==> config.mk <==
export PLATFORM = sky130hd
export DESIGN_NAME = fetch_sequencer
export DESIGN_NICKNAME = d
export VERILOG_FILES = /design/src/rtl/fetch_sequencer.sv
export SDC_FILE = /design/constraint.sdc
export NUM_CORES = 1
export LEC_CHECK = 0
export CAP_MARGIN = 20
export CORE_MARGIN = 5
export CORE_UTILIZATION = 30
export DETAILED_ROUTE_END_ITERATION = 8
export PLACE_DENSITY = 0.52
export RECOVER_POWER = 50
export SYNTH_ARGS = -nofsm -noshare
export SYNTH_HDL_FRONTEND = slang
export SYNTH_SLANG_ARGS = --single-unit
==> constraint.sdc <==
create_clock -name clk -period 4.1 [get_ports clk]
set_input_delay 0.82 -clock clk [delete_from_list [all_inputs] [get_ports clk]]
set_output_delay 0.82 -clock clk [all_outputs]
set_load 0.02 [all_outputs]
==> src/rtl/fetch_sequencer.sv <==
// fetch_sequencer: instruction fetch / sequence controller.
// Fetches opcodes (and branch operands) from a variable-latency instruction
// memory, drives the PC increment/branch controls, hands datapath opcodes to
// the datapath and decodes JMP / JMPZ / HALT / NOP locally.
// Optional build macro SINGLE_STEP_EN: adds a `step` input and stops in
// HALTED after every instruction so each step pulse retires one instruction.
module fetch_sequencer #(
  parameter int INSTR_W = 8,
  parameter int ADDR_W  = 8,
  parameter int TIMEOUT = 15
) (
  input  logic               clk,
  input  logic               RST,
  input  logic               start,
  input  logic               halt_req,
`ifdef SINGLE_STEP_EN
  input  logic               step,
`endif
  input  logic               imem_ack,
  input  logic [INSTR_W-1:0] imem_rdata,
  input  logic               exec_done,
  input  logic               z_flag,
  output logic               imem_req,
  output logic [INSTR_W-1:0] ir,
  output logic               exec_start,
  output logic               PCI,
  output logic               BRANCH,
  output logic [ADDR_W-1:0]  target,
  output logic               busy,
  output logic               halted,
  output logic               fetch_err
);

  localparam logic [2:0] S_IDLE    = 3'd0;
  localparam logic [2:0] S_FETCH   = 3'd1;
  localparam logic [2:0] S_DECODE  = 3'd2;
  localparam logic [2:0] S_EXEC    = 3'd3;
  localparam logic [2:0] S_OPFETCH = 3'd4;
  localparam logic [2:0] S_UPD     = 3'd5;
  localparam logic [2:0] S_HALTED  = 3'd6;
  localparam logic [2:0] S_ERROR   = 3'd7;

  // Last wait cycle before a missing ack turns into a fetch error.
  localparam logic [7:0] TO_LAST = 8'(TIMEOUT - 1);

  logic [2:0] state, nxt;
  logic [7:0] tcnt;
  logic       taken;
  logic [1:0] opc;
  logic       is_halt;
  logic       stop_at_bnd;
  logic       resume;
  logic [2:0] bnd_state;

  assign opc     = ir[INSTR_W-1 -: 2];
  assign is_halt = (opc == 2'b11) && (&ir[INSTR_W-3:0]);

`ifdef SINGLE_STEP_EN
  // Stepping stops at every instruction boundary; halt_req is subsumed.
  assign stop_at_bnd = 1'b1 | halt_req;
  assign resume      = start | step;
`else
  assign stop_at_bnd = halt_req;
  assign resume      = start;
`endif

  assign bnd_state = stop_at_bnd ? S_HALTED : S_FETCH;

  // Next-state decode.
  always_comb begin
    nxt = state;
    case (state)
      S_IDLE:    if (start) nxt = S_FETCH;
      S_FETCH: begin
        if (imem_ack)             nxt = S_DECODE;
        else if (tcnt == TO_LAST) nxt = S_ERROR;
      end
      S_DECODE: begin
        case (opc)
          2'b00:        nxt = S_EXEC;
          2'b01, 2'b10: nxt = S_OPFETCH;
          default:      nxt = is_halt ? S_HALTED : bnd_state;
        endcase
      end
      S_EXEC:    if (exec_done) nxt = bnd_state;
      S_OPFETCH: begin
        if (imem_ack)             nxt = S_UPD;
        else if (tcnt == TO_LAST) nxt = S_ERROR;
      end
      S_UPD:     nxt = bnd_state;
      S_HALTED:  if (resume) nxt = S_FETCH;
      S_ERROR:   if (start) nxt = S_IDLE;
      default:   nxt = S_IDLE;
    endcase
  end

  // State, instruction register, branch operand and the exec_start pulse.
  always_ff @(posedge clk or negedge RST) begin
    if (!RST) begin
      state      <= S_IDLE;
      ir         <= '0;
      target     <= '0;
      taken      <= 1'b0;
      exec_start <= 1'b0;
    end else begin
      state      <= nxt;
      exec_start <= (state == S_DECODE) && (opc == 2'b00);
      if (state == S_FETCH && imem_ack) ir <= imem_rdata;
      if (state == S_OPFETCH && imem_ack) begin
        target <= imem_rdata[ADDR_W-1:0];
        taken  <= (opc == 2'b01) || z_flag;
      end
    end
  end

  // Ack timeout counter: restarts on every new memory request phase.
  always_ff @(posedge clk or negedge RST) begin
    if (!RST)
      tcnt <= '0;
    else if ((nxt == S_FETCH || nxt == S_OPFETCH) && nxt != state)
      tcnt <= '0;
    else if (state == S_ERROR && start)
      tcnt <= '0;
    else if (imem_req && !imem_ack)
      tcnt <= tcnt + 8'd1;
  end

  // Moore outputs; PCI and BRANCH are mutually exclusive by construction.
  always_comb begin
    imem_req  = (state == S_FETCH) || (state == S_OPFETCH);
    PCI       = (state == S_DECODE) || (state == S_UPD && !taken);
    BRANCH    = (state == S_UPD) && taken;
    busy      = !(state == S_IDLE || state == S_HALTED || state == S_ERROR);
    halted    = (state == S_HALTED);
    fetch_err = (state == S_ERROR);
  end

endmodule

# ---- After elaboration in Yosys (flattened, before gate mapping)
# Index checks and enable logic that the tools add are counted.
dict set report op_classes {
  addsub 1
  eq_ne 14
  mux 13
  n_reduce_logical 24
}
# operator count
set op_table {}
lappend op_table {{$mux W3} 8}
lappend op_table {{$mux W8} 3}
lappend op_table {{$pmux W3 S7} 1}
lappend op_table {{$eq A3 B3 Y1 const B} 5}
lappend op_table {{$logic_and A1 B1 Y1} 9}
lappend op_table {{$add A8 B1 Y8 const B} 1}
lappend op_table {{$eq A8 B4 Y1 const B} 1}
lappend op_table {{$eq A3 B1 Y1 const B} 2}
lappend op_table {{$eq A3 B2 Y1 const B} 2}
lappend op_table {{$logic_or A1 B1 Y1} 6}
lappend op_table {{$pmux W3 S2} 1}
lappend op_table {{$reduce_and A6 Y1} 1}
lappend op_table {{$eq A2 B2 Y1 const B} 2}
lappend op_table {{$reduce_or A2 Y1} 2}
lappend op_table {{$logic_not A1 Y1} 3}
lappend op_table {{$logic_not A3 Y1} 1}
lappend op_table {{$ne A3 B3 Y1} 1}
lappend op_table {{$reduce_bool A3 Y1} 1}
lappend op_table {{$eq A2 B1 Y1 const B} 1}
lappend op_table {{$logic_not A2 Y1} 1}
dict set report word_totals {
  ff_bits 29
  inputBits 15
  output_inout_bits 23
  wordCells 58
}

# ---- Depth between registers and ports, before layout
# Gate-level depths: netlist of the first run.
dict set report logic_depth {
  word_depth 9
  mapped_depth 9
  depth_no_buf 9
}

# ---- Worst setup path after synthesis of the first run
# No wires, ideal clock.
dict set report synth_path {
  path_type {input to register}
  start {input halt_req}
  end {register tcnt[0]}
  setup_time_ps 132
  arrival_ps 2021
  required_ps 3968
  setup_slack_ps 1947
  cell_stages 7
  n_path_buf 0
  cell_sequence {or3b_1 a21o_1 a22o_1 a31oi_1 o21ai_1 nor2_4 nor3_1}
}
dict set report synth_between {
  elab_chain_len 8
  elab_cells_between_ends 12
  cone_classes {eq/ne (3); mux (6); reduce/logical (3)}
}
# element line
set synth_rtl {}
lappend synth_rtl {{start: declaration} 15} ;# input logic halt_req,
lappend synth_rtl {{$mux W3 *} 67} ;# assign bnd_state = stop_at_bnd ? S_HALTED : S_FETCH;
lappend synth_rtl {{$mux W3} 82} ;# default: nxt = is_halt ? S_HALTED : bnd_state;
lappend synth_rtl {{$pmux W3 S2} 79} ;# case (opc)
lappend synth_rtl {{$pmux W3 S7 *} 72} ;# case (state)
lappend synth_rtl {{named net nxt[1]} 46} ;# logic [2:0] state, nxt;
lappend synth_rtl {{$eq A3 B1 Y1 / $eq A3 B3 Y1 (equally long branches)} 120} ;# else if ((nxt == S_FETCH || nxt == S_OPFETCH) && nxt != state)
lappend synth_rtl {{$logic_or A1 B1 Y1} 120}
lappend synth_rtl {{$logic_and A1 B1 Y1 *} 120}
lappend synth_rtl {{$reduce_bool A3 Y1 (no source line) / $mux W8 (equally long branches)} -}
lappend synth_rtl {{end signal: assignment} 125} ;# tcnt <= tcnt + 8'd1;
lappend synth_rtl {{end: declaration} 47} ;# logic [7:0] tcnt;
# The timed path passes the listed nets; every way through them passes the cells marked *.
# A chain may end at the register's enable or synchronous reset.

# ---- Worst setup path in the final report of the first run
dict set report layout_path {
  start {register state[1]}
  end {output PCI}
}
dict set report layout_between {
  elab_chain_len 3
  elab_cells_between_ends 4
  cone_classes {eq/ne (2); reduce/logical (2)}
}
# element line
set layout_rtl {}
lappend layout_rtl {{start: declaration} 46}
lappend layout_rtl {{start signal: assignment} 106} ;# state <= nxt;
lappend layout_rtl {{$eq A3 B3 Y1} 131} ;# PCI = (state == S_DECODE) || (state == S_UPD && !taken);
lappend layout_rtl {{$logic_and A1 B1 Y1} 131}
lappend layout_rtl {{$logic_or A1 B1 Y1 *} 131}
lappend layout_rtl {{end: declaration} 26} ;# output logic PCI,
# Mark *: on every way between the ends. The rest lies on a longest branch, timed or not.

==> summary.md, run 1 <==
| Metric | Value |
|---|---|
| Clock transition time at the flip-flop clock pins of the worst setup and hold paths | 0.07 ns |
| Number of warnings issued by yosys | 0 |
| Final standard cell count with taps included and fillers excluded | 271 |
| Effective utilization at floorplan | 31.1% |
| Area of the die | 6920 sq um |
| Number of port buffers | 37 |
| Post-layout minimum cycle time | 3.07 ns |
| Capturing point of the worst reg2reg path | tcnt[1] |
| Number of detailed-route iterations in the first pass | 4 |
| Capturing element type of the critical path | output pin |
| Largest delay share family, worst path | flip-flops |
| Final WL | 3690 microns |
| Sequential cell area fraction in the yosys report | 45.1% |
| Number of synthesized flops with an enable pin | 0 |
| Fin crit share | 74.9% |
| Synth Flop Type | dfrtp_1 |
| Share of synthesized flip-flops with an asynchronous set or reset | 100% |
| Share of cells above drive strength 1 | 10.4% |
| Worst Path Class, Setup | reg -> out |
| Startpoint of the worst setup timing path | state[1] |
| Finished Cell Area | 2140 sq um |
| Startpoint of the most critical register-to-register path | state[1] |
| Die Span X | 83.2 microns |
| Worst vdd ir | 0.000252 V |
| Antenna diode instance count | 0 |
| Distinct cell type count after synthesis | 47 |
| Critical path buffer and inverter count | 1 |
| Total negative slack | 0 ns |
| Vias in the first global route | 1325 |
| Maximum number of buffers from clock root to sink | 2 |
| Global route total overflow | 0 |
| Pleak | 0.000909 uW |
| Slew margin rel. | -4.23% |
| Number of cells on the critical path | 3 |
| Type of the worst min-delay path | reg -> reg |
| Violated checks | max-capacitance violations, max-slew violations |
| Register bit count reported by yosys | 29 |
| Critical path fanouts, max | 19 |
| Placement row count | 26 |
| TritonCTS clock tree | built |
| Final design utilization | 41.4% |
| Power per unit of standard cell area | 774 nW/um^2 |
| Placement Cell Area | 2030 sq um |
| Commonest cells after routing, fill and taps aside | clkdlybuf4s50_1, dfrtp_1, nand2_1, nor2_1 |
| Register-to-register setup slack | 1.42 ns |
| Via density per instance | 4.77 |
| Inserted Clock Buffers | 5 |
| Layout Nets | 221 |
| Slowest cell on the critical path | dfrtp_1 |
| Cell Area, Synth | 1610 sq um |
| Cells on Worst Hold Path | 1 |
| Syn avg cell area | 9.86 sq um |
| Total nets after synthesis | 184 |
| Combined global-route utilization of all metal layers | 11.4% |
| Required time of the critical path | 3.28 ns |
| Slew @ Worst Pin | 1.56 ns |
| Status | complete, but fails checks |
| Die H | 83.2 microns |
| Core ar. | 5170 sq um |
| Count of cells resized by post-cts repair | 0 |
| Maximum single-stage delay on the critical path | 0.72 ns |
| Drt first-iter violations | 49 |
| Startpoint of the worst hold path | target[2] |
| Most common cell after layout, fill and taps aside | clkdlybuf4s50_1 |
| Total setup violations reported at the end of the flow | 0 |
| Crit path to | PCI |
| Worst reg2reg path depth | 7 |
| Clock insertion delay at the later pin of the skew report | 0.28 ns |
| Largest net degree at the start of global routing | 30 |
| Via count | 1293 |
| Weighted congestion reported at the end of routability-driven placement | 0.710 |
| Number of placed instances, taps included | 263 |
| Layout-stage area growth over the synthesis result | 33.2% |
| First-pass GRT wire length | 6470 microns |
| Critical path cell sequence | nor3b_1, o21bai_1, clkdlybuf4s50_1 |
| Nature of the critical path startpoint | register |
| Final WS setup | 1.03 ns |
| Antenna viol nets, final | 0 |
| Final Hold Fails | 0 |
| WL/cell | 13.6 microns |
| Cell count after synthesis | 163 |
| Number of hold buffers added after cts | 0 |
| Achievable frequency | 326 MHz |
| Number of max-cap violations | 1 |
| Count of buffers added by post-CTS timing repair for setup | 0 |
| Count of final max-slew check failures | 30 |
| Ports placed on the boundary | 38 |
| DRC violation count after routing | 0 |
| CTS H-Tree Depth | 2 |
| Setup slack after placement | 0.934 ns |
| Arrival time reported for the critical path endpoint | 2.25 ns |
| Antenna violations before repair | 0 |
| Root Buffer | clkbuf_8 |
| Sinks on the clock net | 29 |
| Unrepaired setup endpoints after global routing | no |
| Post-detail-place hpwl | 2780 microns |
| Worst clock skew on the final layout | 0.00707 ns |
logic make-up after synthesis:
logic type / synth area share, %
adders and majority gates: 4.67
muxes: 7.08
xor gates and xnor gates: 4.36
DFF: 45.1
buffers and inverters: 4.36
AOI/OAI and AO/OA: 12.1
and+or+nand+nor: 22.3
metal layers:
metal | up-vias | global-route usage, % | share of wire (%)
li1 | 645 | - | -
met1 | 610 | 14.8 | 45
met2 | 30 | 17.6 | 48
met3 | 8 | 3.47 | 4.9
met4 | 0 | 5.05 | 2.2
met5 | - | 0 | 0
state kept, by name (all words and copies together), names as in the netlist:
name        count
target          8
tcnt            8
state           3
exec_start      1
ir              8
taken           1
power by group:
part	total (uW)	leakage, uW	internal [uW]	switching, uW
registers	529	0.000368	394	135
logic	823	0.000484	396	427
clock network	306	0.0000574	197	108
total	1660	0.000909	987	671
Yosys cell counts, types with 2 or more instances:
master    count  share of area [%]
clkbuf_1      2               0.47
a31oi_1       2               0.78
nand4_1       3                1.2
mux2_2        8                5.6
buf_2         2               0.62
nand2_1      25                5.8
inv_1         7                1.6
a21oi_1       4                1.2
and3_1        4                1.6
buf_4         3                1.4
nor2_1        9                2.1
dfrtp_1      29                 45
and2_1        4                1.6
nor3_1        8                2.5
xor2_1        5                2.7
xnor2_1       3                1.6
ha_1          6                4.7
a211oi_1      2               0.93
nor3b_2       2                1.6
o21ai_0       4                1.2
o21a_1        2               0.93
nand3_1       4                1.2
how the worst min path moves through the flow:
stage | endpoint | slack, ns
finish | target[2] | 0.50
global placement | target[7] | 0.49
floorplan | taken | 0.51
global route | target[2] | 0.54
detailed placement | target[2] | 0.50
CTS | target[3] | 0.51
metrics by stage:
step | hold slack, ns | total power, uW
finish | 0.501 | 1660
global route | 0.540 | 1790
CTS | 0.511 | 1690
detailed placement | 0.497 | 1370
global placement | 0.489 | 1360
floorplan | 0.511 | 1060
final cells by class:
| class | count | area, sq um |
|---|---|---|
| Timing Repair Buffer | 38 | 374 |
| Fill cell | 491 | 3030 |
| Clock buffer | 6 | 82.6 |
| Inverter | 7 | 26.3 |
| Tap cell | 70 | 87.6 |
| Multi-Input combinational cell | 119 | 807 |
| Sequential cell | 29 | 726 |
| Clock inverter | 2 | 37.5 |
No activity file was read; power rests on OpenSTA's default activity.
==> run 2: changes to the inputs <==
--- a/config.mk
+++ b/config.mk
@@ -9,7 +9,7 @@
 export CORE_MARGIN = 5
 export CORE_UTILIZATION = 30
 export DETAILED_ROUTE_END_ITERATION = 8
-export PLACE_DENSITY = 0.52
+export PLACE_DENSITY = 0.54
 export RECOVER_POWER = 50
 export SYNTH_ARGS = -nofsm -noshare
 export SYNTH_HDL_FRONTEND = slang
==> constraint.sdc (replaced) <==
create_clock -name clk -period 2.5 [get_ports clk]
set_input_delay 0.5 -clock clk [delete_from_list [all_inputs] [get_ports clk]]
set_output_delay 0.5 -clock clk [all_outputs]
set_load 0.02 [all_outputs]
==> run 2 against run 1 <==
Against the previous run: the flow still finishes with violations (max-capacitance violations, max-slew violations); global-route usage increased by 0.069 points; utilization up 1.7 points; sequential share of layout area fell by 1.2 points; via count rose by 0.70%; clock skew shrank 0.0034 ns; critical path depth unchanged; largest cell class unchanged.
==> summary.md, run 2 (synthesis results as in run 1) <==
| Metric | Value |
|---|---|
| Sequential share of power | 30.0% (was 31.9%) |
| Sinks on the clock net | 29 (unchanged) |
| Nature of the critical path startpoint | register (unchanged) |
| Share of cells above drive strength 1 | 15.0% (was 10.4%) |
| Antenna violations before repair | 0 (unchanged) |
| Root Buffer | clkbuf_8 (unchanged) |
| Clock share of power | 18.0% (was 18.4%) |
| CTS H-Tree Depth | 2 (unchanged) |
| Switching pwr | 1140 uW (was 671 uW) |
| Worst vdd ir | 0.000495 V (was 0.000252 V) |
| Effective utilization at floorplan | 31.1% (unchanged) |
| Slew @ Worst Pin | 1.55 ns (was 1.56 ns) |
| Capturing element type of the critical path | output pin (unchanged) |
| Core ar. | 5170 sq um (unchanged) |
| Maximum number of buffers from clock root to sink | 2 (unchanged) |
| Die H | 83.2 microns (unchanged) |
| Type of the worst min-delay path | reg -> reg (unchanged) |
| Via count | 1302 (was 1293) |
| Area of the die | 6920 sq um (unchanged) |
| Number of port buffers | 37 (unchanged) |
| Number of max-cap violations | 1 (unchanged) |
| Power per unit of standard cell area | 1270 nW/um^2 (was 774 nW/um^2) |
| Relative contribution of combinational cells to total power | 52.0% (was 49.7%) |
| Global route total overflow | 0 (unchanged) |
| Slew margin rel. | -3.35% (was -4.23%) |
| Combined global-route utilization of all metal layers | 11.5% (was 11.4%) |
| Post-detail-place hpwl | 2690 microns (was 2780 microns) |
| Die Span X | 83.2 microns (unchanged) |
| Worst Path Class, Setup | reg -> out (unchanged) |
| First-pass GRT wire length | 6490 microns (was 6470 microns) |
| Pleak | 0.000955 uW (was 0.000909 uW) |
| Clock insertion delay at the later pin of the skew report | 0.28 ns (about the same) |
| Arrival time reported for the critical path endpoint | 1.87 ns (was 2.25 ns) |
| Count of cells resized by post-cts repair | 0 (unchanged) |
| Worst clock skew on the final layout | 0.00364 ns (was 0.00707 ns) |
| Net Sw Frac | 40.4% (was 40.5%) |
| Via density per instance | 4.60 (was 4.77) |
| Number of detailed-route iterations in the first pass | 4 (unchanged) |
| Antenna viol nets, final | 0 (unchanged) |
| Layout Nets | 233 (was 221) |
| Final design utilization | 43.1% (was 41.4%) |
| Critical path fanouts, max | 9 (was 19) |
| Antenna diode instance count | 0 (unchanged) |
| Internal power of the cells | 1680 uW (was 987 uW) |
| Clock transition time at the flip-flop clock pins of the worst setup and hold paths | 0.06 ns (was 0.07 ns) |
| Number of placed instances, taps included | 275 (was 263) |
| Vias in the first global route | 1327 (was 1325) |
| Placement row count | 26 (unchanged) |
| Most common cell after layout, fill and taps aside | clkdlybuf4s50_1 (unchanged) |
| Fin crit share | 94.7% |
| Achievable frequency | 423 MHz |
| Total setup violations reported at the end of the flow | 0 (unchanged) |
| Unrepaired setup endpoints after global routing | no (unchanged) |
| Layout-stage area growth over the synthesis result | 38.6% (was 33.2%) |
| Count of buffers added by post-CTS timing repair for setup | 0 (unchanged) |
| Post-layout minimum cycle time | 2.37 ns |
| Inserted Clock Buffers | 5 (unchanged) |
| DRC violation count after routing | 0 (unchanged) |
| Largest registers | ir: 8 flops, target: 8 flops, tcnt: 8 flops (unchanged) |
| Violated checks | max-capacitance violations, max-slew violations (unchanged) |
| Overall power of the completed layout | 2830 uW (was 1660 uW) |
| WL/cell | 13.3 microns (was 13.6 microns) |
| Count of final max-slew check failures | 30 (unchanged) |
| Layout fillers | 516 (was 491) |
| Ports placed on the boundary | 38 (unchanged) |
| Required time of the critical path | 2.00 ns (was 3.28 ns) |
| Largest net degree at the start of global routing | 30 (unchanged) |
| Drt first-iter violations | 73 (was 49) |
| Number of hold buffers added after cts | 0 (unchanged) |
| TritonCTS clock tree | built (unchanged) |
| Status | complete, but fails checks (unchanged) |
| Final WL | 3750 microns (was 3690 microns) |
| Final Hold Fails | 0 (unchanged) |
| Weighted congestion reported at the end of routability-driven placement | 0.795 (was 0.710) |
| Worst hold slack | 0.511 ns (was 0.501 ns) |
| Commonest cells after routing, fill and taps aside | clkdlybuf4s50_1, dfrtp_1, nand2_1, nor2_1, buf_4 (was clkdlybuf4s50_1, dfrtp_1, nand2_1, nor2_1) |
| Final standard cell count with taps included and fillers excluded | 283 (was 271) |
-- run 2: metrics by stage --
stage | instance area, sq um | setup WS, ns | TNS (ns)
4_1_cts | 2240 | 0.00693 | 0
2_1_floorplan | 1610 | 0.393 | 0
5_1_grt | 2230 | 0.00902 | 0
6_report | 2230 | 0.133 | 0
3_5_place_dp | 2120 | -0.0197 | -0.0197
3_3_place_gp | 2120 | 0.00823 | 0
-- run 2: worst paths after layout --
path	start	end	slack, ns	cells after the start
max	state[1]	PCI	0.13	3
min	ir[0]	ir[0]	0.51	2
max reg2reg	tcnt[0]	tcnt[1]	0.16	10
min reg2reg	ir[0]	ir[0]	0.51	2
max in group asynchronous	RST	state[0]	0.42	2
min in group asynchronous	RST	target[7]	1.06	2
-- run 2: critical path, cell delays in order, from the launching register on --
cell and delay (ns):
dfrtp_1 0.51, nor3b_4 0.31, o21bai_1 0.15, clkdlybuf4s50_1 0.62
-- run 2: layer usage --
metal	wire length (microns)	up-vias	global-route usage, %
met3	171	6	3.07
met4	59	0	4.90
met1	1880	594	16.0
li1	-	665	-
met2	1640	37	16.7
met5	0	-	0
-- run 2: power by group through the flow --
stage	logic, uW	registers, uW	clock network [uW]
after CTS	1500	841	526
final	1470	847	509
after global placement	1480	847	0
after floorplan	829	917	0
after global routing	1610	884	540
after detailed placement	1480	846	0
-- run 2: layout make-up --
type | count | area (sq um) | area share (%)
tap | 70 | 87.6 | 3.93
clock inverter | 2 | 37.5 | 1.68
clock buffer | 6 | 82.6 | 3.71
sequential | 29 | 728 | 32.7
multi-input combinational | 119 | 813 | 36.5
timing repair buffer | 50 | 453 | 20.3
inverter | 7 | 26.3 | 1.18
==> edit 1: new RTL, settings of run 2 <==
The option `SINGLE_STEP_EN` is turned on by a define.
--- a/src/rtl/fetch_sequencer.sv
+++ b/src/rtl/fetch_sequencer.sv
@@ -5,4 +5,6 @@
 // Optional build macro SINGLE_STEP_EN: adds a `step` input and stops in
 // HALTED after every instruction so each step pulse retires one instruction.
+`define SINGLE_STEP_EN
+
 module fetch_sequencer #(
   parameter int INSTR_W = 8,
Interface: changed (added step); port bits go from 38 to 39. No check against the original RTL was run, so the function may have changed too.
==> edit 1 against run 2 <==
- setup slack lost 0.038 ns
- sequential cell count is the same
- design area fell by 4.4%
- synthesized area shrank 2.3%
- routed wire length is 0.16% higher
- final cell count fell by 7.8%
- critical path depth is the same
- clock skew rose by 0.0046 ns
- total power fell by 3.4%
- critical path type unchanged
- critical endpoint is now imem_req
- largest power group unchanged
==> edit 1: results (changes against run 2) <==
power_and_ir_drop:
  leakage_nw: 0.8849  # was 0.9553 nW
  p_int_mw: 1.588  # was 1.684 mW
  vdd_drop_max_uv: 688.5  # was 494.8 uV
global_routing:
  first_global_vias: 1251  # was 1327
  grt_max_degree: 30  # unchanged
  track_usage_pct: 11.62  # was 11.51%
  grt_pass1_wl_mm: 5.996  # was 6.486 mm
  antenna_found_initial: 0  # unchanged
clocking:
  clock_latency_ns: 0.28  # about the same
  cts_setup_buffers: 0  # unchanged
  h-tree-depth: 2  # unchanged
  ctsLongestPathBuffers: 2  # unchanged
  cts.clk_slew.worst_paths_ns: 0.07
  cts_root_buf: "clkbuf_8"  # unchanged
final_layout:
  antenna_cells: 0  # unchanged
  drive_gt1_share_pct: 21.47  # was 15.02%
  nets: 211  # was 233
  nFillCells: 500  # was 516
  top_regs: "ir: 8 flops, target: 8 flops, tcnt: 8 flops"  # unchanged
synthesis:
  synth-seq-area-share_pct: 46.22  # was 45.14%
  netlist_top_cells_area: "dfrtp_1, mux2_2, ha_1"  # was dfrtp_1, nand2_1, mux2_2
  yosys_warnings: 0  # unchanged
  synth_fp_nets: 165  # was 184
  postSynth.asyncResetShare_pct: 100.0  # unchanged
  synth_top_area_share_pct: 46.22  # was 45.14%
  yosysUniqueCellTypes: 47  # unchanged
  synthTopCellsByCount: "dfrtp_1, nor2_1, mux2_2, nand2_1, o21ai_0"  # was dfrtp_1, nand2_1, nor2_1, mux2_2, nor3_1
route:
  dr.pass1.iters: 4  # unchanged
  antenna_left: 0  # unchanged
  vias_per_cell: 4.824  # was 4.601
  wl_per_cell_um: 14.39  # was 13.25 um
  drt_iter0_drc: 78  # was 73
placement:
  dp_hpwl_mm: 2.770  # was 2.691 mm
  portBuffers: 37  # unchanged
  routabilityCongestion: 0.8102  # was 0.7952
setup_path:
  crit_arrival_ns: 1.90  # was 1.87 ns
  path_max_fanout: 12  # was 9
sta:
  tightest_slew_ns: 0.7698  # was 1.550 ns
  slew_violations: 0  # was 30
  finClkSkew_ns: 0.008268  # was 0.003645 ns
outcome:
  status: "finished clean"  # was complete, but fails checks
min_path:
  min_path_type: "reg -> reg"  # unchanged
edit 1: cell count changes after synthesis, sizes merged, moves of 4 or more:
cell,change
nand2,-16
nor2,+7
nand2b,+5
buf,-4
and2,-4
mux2,+6
nor3,-8
edit 1: worst paths after layout:
kind	startpoint	end	slack, ns	cells past startpoint
worst max-delay path	state[2]$_DFF_PN0_	imem_req	0.1	3
worst min-delay path	ir[0]$_DFFE_PN0P_	ir[0]$_DFFE_PN0P_	0.51	1
min in group asynchronous	RST	tcnt[2]$_DFFE_PN0P_	0.82	2
worst min register to register	ir[0]$_DFFE_PN0P_	ir[0]$_DFFE_PN0P_	0.51	1
worst max register to register	state[0]$_DFF_PN0_	tcnt[3]$_DFFE_PN0P_	0.46	7
max in group asynchronous	RST	state[0]$_DFF_PN0_	1.14	2
edit 1: per-stage QoR:
stage	hold WS, ns	utilization (%)	instance area [sq um]	cells	worst slack, ns
finish	0.5067	41.70	2130	261	0.09518
global route	0.5179	41.70	2130	261	0.03606
CTS	0.5082	41.72	2131	261	0.006542
detailed placement	0.4950	40.13	2049	253	0.06887
global placement	0.4916	40.13	2049	253	0.1672
floorplan	0.2044	-	1570	144	0.6333
edit 1: power groups by stage:
stage / Sequential [mW] / Clock [mW] / Combinational, mW
after detailed placement: 0.825 / 0 / 1.56
after floorplan: 0.921 / 0 / 0.854
after global placement: 0.817 / 0 / 1.54
after global routing: 0.855 / 0.403 / 1.68
after CTS: 0.821 / 0.380 / 1.57
final: 0.820 / 0.365 / 1.55
edit 1: cell families (layout without fill, tap and decap cells):
logic type	count (synthesis)	after routing	synth area share [%]
buffers and inverters	9	56	2.470
xor gates and xnor gates	7	7	3.904
AOI/OAI and AO/OA	24	24	12.75
and+or+nand+nor	55	55	20.00
adders and majority gates	5	5	3.984
muxes	15	15	10.68
DFF	29	29	46.22
edit 1: critical path: stages (launching register included):
cell and delay (ns):
dfrtp_2 0.49, nand2b_1 0.29, a21oi_1 0.22, clkdlybuf4s50_1 0.63
edit 1: area by class of cell:
type,count,area (sq um),area share (%)
Tap cell,70,87.58,4.113
Multi-Input combinational cell,106,805.8,37.84
Timing Repair Buffer,42,404.1,18.98
Inverter,6,22.52,1.058
Clock buffer,8,80.08,3.760
Sequential cell,29,729.5,34.25
edit 1: layer usage:
metal / vias to the layer above / GRT usage [%] / share of wire (%)
met5: - / 0 / 0
met4: 0 / 3.488 / 0.64
met3: 2 / 4.555 / 8.2
met2: 37 / 18.11 / 47
met1: 618 / 14.80 / 44
li1: 602 / - / -
edit 1: repair_timing:
| item | CTS | global route |
|---|---|---|
| gates cloned | 0 | 0 |
| hold endpoints to repair | 0 | 0 |
| setup endpoints to repair | 1 | 2 |
| resized for setup | 1 | 3 |
==> edit 2: new RTL, config.mk and constraints of run 2 <==
Made on the original files. Register the output `fetch_err`; this adds one clock of latency there. The other outputs are not delayed to match.
--- a/src/rtl/fetch_sequencer.sv
+++ b/src/rtl/fetch_sequencer.sv
@@ -43,4 +43,6 @@
   // Last wait cycle before a missing ack turns into a fetch error.
   localparam logic [7:0] TO_LAST = 8'(TIMEOUT - 1);
+
+  logic fetch_err_d;
 
   logic [2:0] state, nxt;
@@ -133,5 +135,9 @@
     busy      = !(state == S_IDLE || state == S_HALTED || state == S_ERROR);
     halted    = (state == S_HALTED);
-    fetch_err = (state == S_ERROR);
+    fetch_err_d = (state == S_ERROR);
+  end
+
+  always_ff @(posedge clk) begin
+    fetch_err <= fetch_err_d;
   end
 
Formal check against the unedited RTL: no difference found for any inputs over 10 cycles, from zero or initial values and one cycle with RST low; that may be too few to reach the edited logic, so the function may still have changed.
==> edit 2 against run 2 <==
- combinational power grew 3%
- die area grew 1.1%
- design area grew 0.56%
- total power shrank 1.7%
- routed wire length shrank 2.1%
- setup slack gained 0.022 ns
- count of clock-buffer cells in the layout grew 1
- synthesized area grew 1.2%
- sequential cell count grew 1
- sequential power grew 2%
- sequential share of layout area grew 0.71 points
- critical path depth is the same
- largest power group unchanged
==> edit 2: results (changes against run 2) <==
placement:
  routabilityCongestion: 0.7920  # was 0.7952
  portBuffers: 37  # unchanged
  dp.cells: 276  # was 275
  dp_hpwl_mm: 2.680  # was 2.691 mm
  placed_area_sq_um: 2140  # was 2120 sq um
  dp_worst_setup_slack_ns: -0.1365  # was -0.01969 ns
sta:
  slew_violations: 0  # was 30
  hold_ws_ns: 0.5004  # was 0.5108 ns
  finClkSkew_ns: 0.002472  # was 0.003645 ns
  setup_viol: 0  # unchanged
  setup_ws_ns: 0.1550  # was 0.1331 ns
  timing.slew.headroom_pct: 67.69  # was -3.351%
setup_path:
  path_max_fanout: 16  # was 9
  cp-endpoint: "BRANCH"  # was PCI
  r2r_setup_slack_ns: 0.19  # was 0.16 ns
  crit_arrival_ns: 1.84  # was 1.87 ns
  r2r_start: "tcnt[0]$_DFFE_PN0P_"  # unchanged
  reg2reg_to: "tcnt[1]$_DFFE_PN0P_"  # unchanged
min_path:
  min_path_type: "reg -> reg"  # unchanged
  hp-start: "ir[0]$_DFFE_PN0P_"  # unchanged
global_routing:
  first_global_vias: 1373  # was 1327
  grt_pass1_wl_mm: 6.548  # was 6.486 mm
  track_usage_pct: 11.34  # was 11.51%
  grt_max_degree: 30  # unchanged
power_and_ir_drop:
  p_comb_share_pct: 54.8  # was 52.0%
  leakage_nw: 0.9798  # was 0.9553 nW
  p_clk_share_pct: 14.3  # was 18.0%
  vdd_drop_max_uv: 516.9  # was 494.8 uV
  p_clk_mw: 0.396  # was 0.509 mW
  netSwitchingFraction_pct: 40.88  # was 40.42%
synthesis:
  synth_compound_area_share_pct: 11.91  # was 12.06%
  synth_fa_ha_area_share_pct: 4.612  # was 4.669%
  synth_xor_area_share_pct: 4.304  # was 4.358%
  postSynth.asyncResetShare_pct: 96.67  # was 100.0%
  synth-seq-area-share_pct: 45.81  # was 45.14%
  synthTopCellsByCount: "dfrtp_1, nand2_1, nor2_1, mux2_2, nor3_1"  # unchanged
  yosysUniqueCellTypes: 48  # was 47
  syn_avg_cell_area_sq_um: 9.926  # was 9.864 sq um
  synth_fp_nets: 185  # was 184
  netlist_top_cells_area: "dfrtp_1, nand2_1, mux2_2"  # unchanged
  muxShareOfSynthArea_pct: 6.995  # was 7.082%
  ys.flop_type: "dfrtp_1"  # unchanged
route:
  wl_per_cell_um: 12.94  # was 13.25 um
  dr_total_vias: 1331  # was 1302
  drt-total-wl_mm: 3.674  # was 3.751 mm
  drt_iter0_drc: 52  # was 73
  dr.pass1.iters: 6  # was 4
clocking:
  h-tree-depth: 2  # unchanged
  cts.clk_slew.worst_paths_ns: 0.06  # about the same
  ctsResizeCount: 1  # was 0
  cts_made_buffers: 5  # unchanged
final_layout:
  nets: 234  # was 233
  drive_gt1_share_pct: 15.89  # was 15.02%
  nFillCells: 550  # was 516
  antenna_cells: 0  # unchanged
outcome:
  status: "finished clean"  # was complete, but fails checks
edit 2: changes by cell type after synthesis:
cell | before | now
dfxtp_1 | 0 | 1
edit 2: worst reg2reg max path: stages (launching register included):
cell and delay (ns):
dfrtp_1 0.43, inv_1 0.07, ha_1 0.21, nand4b_1 0.09
nor4_1 0.05, buf_4 0.15, a221o_1 0.35, a211o_1 0.33
mux2i_2 0.24, nor2_4 0.10, a2111oi_4 0.19
edit 2: area by class of cell:
type | instances | area, sq um | share of cell area, %
timing repair buffer | 50 | 466.7 | 20.83
clock inverter | 1 | 5.005 | 0.2233
inverter | 7 | 26.28 | 1.173
clock buffer | 7 | 86.33 | 3.853
multi-input combinational | 119 | 820.8 | 36.63
sequential | 30 | 748.2 | 33.39
tap | 70 | 87.58 | 3.908
edit 2: per-layer routing:
metal | track usage (%) | vias up | routed length (um)
met3 | 3.356 | 4 | 186
met4 | 3.947 | 0 | 51
met1 | 15.68 | 626 | 1849
met5 | 0 | - | 0
met2 | 16.78 | 29 | 1586
li1 | - | 672 | -
